===== config.mk =====
export PLATFORM = sky130hd
export DESIGN_NAME = uart_rx_ctrl
export DESIGN_NICKNAME = d
export VERILOG_FILES = /design/src/rtl/uart_rx_ctrl.sv
export SDC_FILE = /design/constraint.sdc
export NUM_CORES = 1
export LEC_CHECK = 0
export CORE_MARGIN = 8
export CORE_UTILIZATION = 45
export CTS_BUF_LIST = sky130_fd_sc_hd__clkbuf_4 sky130_fd_sc_hd__clkbuf_8
export DETAILED_ROUTE_END_ITERATION = 12
export HOLD_SLACK_MARGIN = 0.03
export PLACE_DENSITY = 0.76
export SYNTH_ARGS = -nofsm -noshare
export SYNTH_HDL_FRONTEND = slang
export SYNTH_SLANG_ARGS = --single-unit

===== constraint.sdc =====
create_clock -name clk -period 1.6 [get_ports clk]
set_input_delay 0.4 -clock clk [delete_from_list [all_inputs] [get_ports clk]]
set_output_delay 0.4 -clock clk [all_outputs]
set_load 0.02 [all_outputs]

===== src/rtl/uart_rx_ctrl.sv =====
// UART receive controller: synchronises rx, finds start bits and times the
// start/data/stop sampling points, delivering each byte with a one-cycle strobe.
module uart_rx_ctrl #(
  parameter int unsigned CLK_DIV   = 16,
  parameter int unsigned DATA_BITS = 8
) (
  input  logic                 clk,
  input  logic                 rst_n,
  input  logic                 rx,
  output logic [DATA_BITS-1:0] data,
  output logic                 valid,
  output logic                 frame_err,
  output logic                 busy
);

  localparam int unsigned CNT_W = $clog2(CLK_DIV);
  localparam int unsigned IDX_W = $clog2(DATA_BITS);

  localparam logic [CNT_W-1:0] HALF_LOAD = CNT_W'(CLK_DIV / 2 - 1);
  localparam logic [CNT_W-1:0] FULL_LOAD = CNT_W'(CLK_DIV - 1);
  localparam logic [IDX_W-1:0] LAST_IDX  = IDX_W'(DATA_BITS - 1);

  typedef enum logic [1:0] {
    IDLE,
    START,
    DATA,
    STOP
  } state_t;

  state_t               state, state_n;
  logic [CNT_W-1:0]     cnt, cnt_n;
  logic [IDX_W-1:0]     idx, idx_n;
  logic [DATA_BITS-1:0] shreg, shreg_n;
  logic [DATA_BITS-1:0] data_n;
  logic                 valid_n;
  logic                 frame_err_n;
  logic                 busy_n;

  logic rx_meta;
  logic rx_s;
  logic rx_s_d;
  logic fall_edge;
  logic sample;

  // Two-flop synchroniser plus edge history; all idle-high out of reset.
  always_ff @(posedge clk or negedge rst_n) begin
    if (!rst_n) begin
      rx_meta <= 1'b1;
      rx_s    <= 1'b1;
      rx_s_d  <= 1'b1;
    end else begin
      rx_meta <= rx;
      rx_s    <= rx_meta;
      rx_s_d  <= rx_s;
    end
  end

  // A held-low line (break, or low after a framing error) has no high-to-low edge.
  assign fall_edge = rx_s_d & ~rx_s;
  assign sample    = (cnt == '0);

  // State and datapath registers.
  always_ff @(posedge clk or negedge rst_n) begin
    if (!rst_n) begin
      state     <= IDLE;
      cnt       <= '0;
      idx       <= '0;
      shreg     <= '0;
      data      <= '0;
      valid     <= 1'b0;
      frame_err <= 1'b0;
      busy      <= 1'b0;
    end else begin
      state     <= state_n;
      cnt       <= cnt_n;
      idx       <= idx_n;
      shreg     <= shreg_n;
      data      <= data_n;
      valid     <= valid_n;
      frame_err <= frame_err_n;
      busy      <= busy_n;
    end
  end

  // Next-state and output decode; the line is sampled when the counter hits 0.
  always_comb begin
    state_n     = state;
    cnt_n       = cnt;
    idx_n       = idx;
    shreg_n     = shreg;
    data_n      = data;
    valid_n     = 1'b0;
    frame_err_n = 1'b0;

    case (state)
      IDLE: begin
        if (fall_edge) begin
          state_n = START;
          cnt_n   = HALF_LOAD;
        end
      end

      START: begin
        if (sample) begin
          if (!rx_s) begin
            state_n = DATA;
            cnt_n   = FULL_LOAD;
            idx_n   = '0;
          end else begin
            state_n = IDLE;
          end
        end else begin
          cnt_n = cnt - CNT_W'(1);
        end
      end

      DATA: begin
        if (sample) begin
          // LSB arrives first, so shifting in at the MSB leaves bit 0 at the bottom.
          shreg_n = {rx_s, shreg[DATA_BITS-1:1]};
          cnt_n   = FULL_LOAD;
          if (idx == LAST_IDX) begin
            state_n = STOP;
          end else begin
            idx_n = idx + IDX_W'(1);
          end
        end else begin
          cnt_n = cnt - CNT_W'(1);
        end
      end

      STOP: begin
        if (sample) begin
          state_n = IDLE;
          if (rx_s) begin
            data_n  = shreg;
            valid_n = 1'b1;
          end else begin
            frame_err_n = 1'b1;
          end
        end else begin
          cnt_n = cnt - CNT_W'(1);
        end
      end

      default: begin
        state_n = IDLE;
      end
    endcase

    busy_n = (state_n != IDLE);
  end

endmodule


==> reports/summary.txt <==
Outcome: complete, but fails checks
Failing checks: negative setup slack
Hold Crit Class: register to register
Synth Register Bits: 31
Congestion Overflow GR: 0
Post-route cell area: 1774 um2
Avg Cell Area, Syn: 12.40 um2
Slew Viols, Final: 0
Clock Power Share: 18.8%
Worst Skew: 0.008343 ns
Total Power: 2452 uW
Switching power: 883.3 uW
Max frequency: 614.9 MHz
Layout fillers: 236
Placed instance count: 163
Period minus WS final: 1.626 ns
Reg power frac: 39.9%
CTS sink cnt: 31
Pwr Density: 1382 nW/um2
Worst Reg-to-Reg Cells: 5
Pint: 1569 uW
Max_slew headroom: 78.77%
Crit Reg-Reg Startpoint: cnt[1]$_DFFE_PN0P_
P&R area growth vs syn: 27.75%
Fin crit share: 101.6%
Die Wd: 71.56 um
Post-route DRC: 0
Critical Path RT: 1.82 ns
Longest Clk Path Bufs: 2
Total CTS buffers: 5
H-tree Lvls: 2
DR vias: 956
Fin. Hold Viols: 0
Port-buffer cells: 13
WS Path Type: register to register
Max-cap viol count: 0
Syn_nets: 122
FF-to-FF End: shreg[1]$_DFFE_PN0P_
Final setup viols: 8
Hold Crit Depth: 0
Die Ht: 71.56 um
Ys Warns: 0
DP Wirelength: 1761 um
Setup crit end kind: register
CTS tree: done
DR WL/cell: 15.90 um
Combinational Power Share: 41.3%
GRT Overall Usage: 10.97%
Final WS setup: -0.02632 ns
Commonest non-fill, non-tap cells in the layout: dfrtp_1 (28), mux2_2 (12), dlygate4sd2_1 (11)
Measured slew at the worst slew-check pin: 0.3173 ns
Core area: 3003 um2
Hold Path Origin: rx_meta$_DFF_PN1_
Worst vdd ir: 0.0006636 V
Most common cell after layout, fill and taps aside: dfrtp_1
RSZ-0062 raised after global routing: true
Net Sw Frac: 36.02%
Vias per cell: 5.494
CP max FO: 8
Arrival time worst endpoint: 1.85 ns
# nets final: 151
Routability Congestion: 0.8866
Reg clk slew, reported paths: 0.09 ns
Layout cells sized above 1: 35.46%
Leak: 0.0008917 uW
Area post-placement: 1610 um2
Initial core utilization: 46.25%
Skew-Pair Late Insertion Delay: 0.33 ns
Netlist cell types: 30
Fin cells: 174
Root Buffer: clkbuf_4
Synthesized area: 1389 um2
Initial antenna violation count: 0
Pin count of the biggest net entering global routing: 32
CP Launch Type: register
Vias in the first global route: 915
First-pass GRT wire length: 4374 um
I/O pins: 14
Number of DRC markers in iteration 0: 23
Routed WL: 2767 um
Site Rows: 20
N_diodes: 0
Seq/Total Area, Yosys: 56.13%
R2R Setup Slk: -0.03 ns
Cell count after synthesis: 112
Hold Crit Endpoint: rx_s$_DFF_PN1_
First-pass iteration count of the detailed router: 4
Die ar.: 5120 um2
Antenna Nets Post-Route: 0
worst max path at each step:
stage,depth (start not counted),startpoint,endpoint,slack (ns)
2_1_floorplan,6,cnt[0]$_DFFE_PN0P_,shreg[0]$_DFFE_PN0P_,0.03
3_3_place_gp,6,idx[0]$_DFFE_PN0P_,busy$_DFF_PN0_,0.04
3_5_place_dp,7,cnt[0]$_DFFE_PN0P_,idx[1]$_DFFE_PN0P_,-0.01
4_1_cts,5,cnt[0]$_DFFE_PN0P_,shreg[7]$_DFFE_PN0P_,-0.02
5_1_grt,7,cnt[0]$_DFFE_PN0P_,busy$_DFF_PN0_,-0.10
6_report,5,cnt[1]$_DFFE_PN0P_,shreg[1]$_DFFE_PN0P_,-0.03
area by class of cell:
type,instances,area (um2),area share [%]
flip-flops and latches,31,779.5,43.94
multi-input cells,71,648.1,36.53
repair buffers,24,219.0,12.34
clock buffers,6,51.30,2.891
well taps,33,41.29,2.327
inverters,8,30.03,1.693
clock inverters,1,5.005,0.2821
routing by layer:
layer  track usage, %  vias to the layer above  share of wire, %
met1            13.13                      468                44
met2            16.22                       29                48
met5                0                        -                 0
met3            5.160                        9               6.0
met4            5.215                        0               2.1
li1                 -                      450                 -
cell families (layout without fill, tap and decap cells):
group | after synthesis | after routing | share of synthesized area (%)
DFF | 31 | 31 | 56.13
and+or+nand+nor | 25 | 26 | 9.820
AOI/OAI and AO/OA | 22 | 22 | 10.99
muxes | 16 | 16 | 12.97
buffers and inverters | 11 | 39 | 3.784
adders and majority gates | 7 | 7 | 6.306
worst max-delay path: stages, from the launching register on:
cell and delay (ns):
dfrtp_1 0.38, inv_1 0.06, ha_2 0.18, nor3b_4 0.25
and2_4 0.28, mux2_2 0.36
power by group through the flow:
stage / clock network [uW] / registers [uW] / logic, uW
final: 460 / 978 / 1010
after global routing: 515 / 994 / 1110
after CTS: 477 / 972 / 806
after detailed placement: 0 / 988 / 789
after global placement: 0 / 982 / 759
after floorplan: 0 / 997 / 523
flip-flops by register name, summed over array words and instances, names as in the netlist:
name and flops:
busy 1, cnt 4, data 8, frame_err 1
idx 3, rx_meta 1, rx_s 1, rx_s_d 1
shreg 8, state 2, valid 1
metrics by stage:
stage          utilization, %  setup slack, ns  setup TNS [ns]  hold WS (ns)
2_1_floorplan               -          0.03082               0        0.1044
3_3_place_gp            53.63          0.04193               0        0.3464
3_5_place_dp            53.63         -0.01051        -0.02402        0.3476
4_1_cts                 55.42         -0.02464         -0.1740        0.3674
5_1_grt                 59.08          -0.1036          -1.532        0.3692
6_report                59.08         -0.02632        -0.08311        0.3658
cells in the mapped netlist:
library cell | number | area share, %
dfstp_2 | 3 | 5.7
nand2b_1 | 1 | 0.45
o31ai_1 | 2 | 1.1
a21o_1 | 1 | 0.54
a21oi_1 | 4 | 1.4
a221o_1 | 1 | 0.72
o32ai_1 | 1 | 0.63
o211ai_1 | 1 | 0.54
o21ai_0 | 5 | 1.8
ha_1 | 7 | 6.3
buf_6 | 1 | 0.81
a31oi_1 | 1 | 0.45
nand2_1 | 9 | 2.4
mux2_2 | 16 | 13
and3_2 | 1 | 0.54
nor2b_1 | 2 | 0.90
or3_1 | 1 | 0.45
nand3_4 | 1 | 1.3
o2111ai_1 | 1 | 0.63
inv_1 | 8 | 2.2
clkbuf_1 | 1 | 0.27
buf_4 | 1 | 0.54
a2bb2oi_1 | 2 | 1.3
and2_2 | 1 | 0.54
nor3b_2 | 1 | 0.90
nor3_1 | 2 | 0.72
nor2_1 | 6 | 1.6
o22a_1 | 2 | 1.3
dfrtp_1 | 28 | 50
a21o_2 | 1 | 0.63
what timing repair did:
action,4_1_cts,5_1_grt
resized for setup,13,23
buffers inserted,0,2
gates cloned,0,2
hold buffers,0,0
pin swaps,0,11
endpoints found under the setup margin,27,25
No activity file was read; power rests on OpenSTA's default activity.
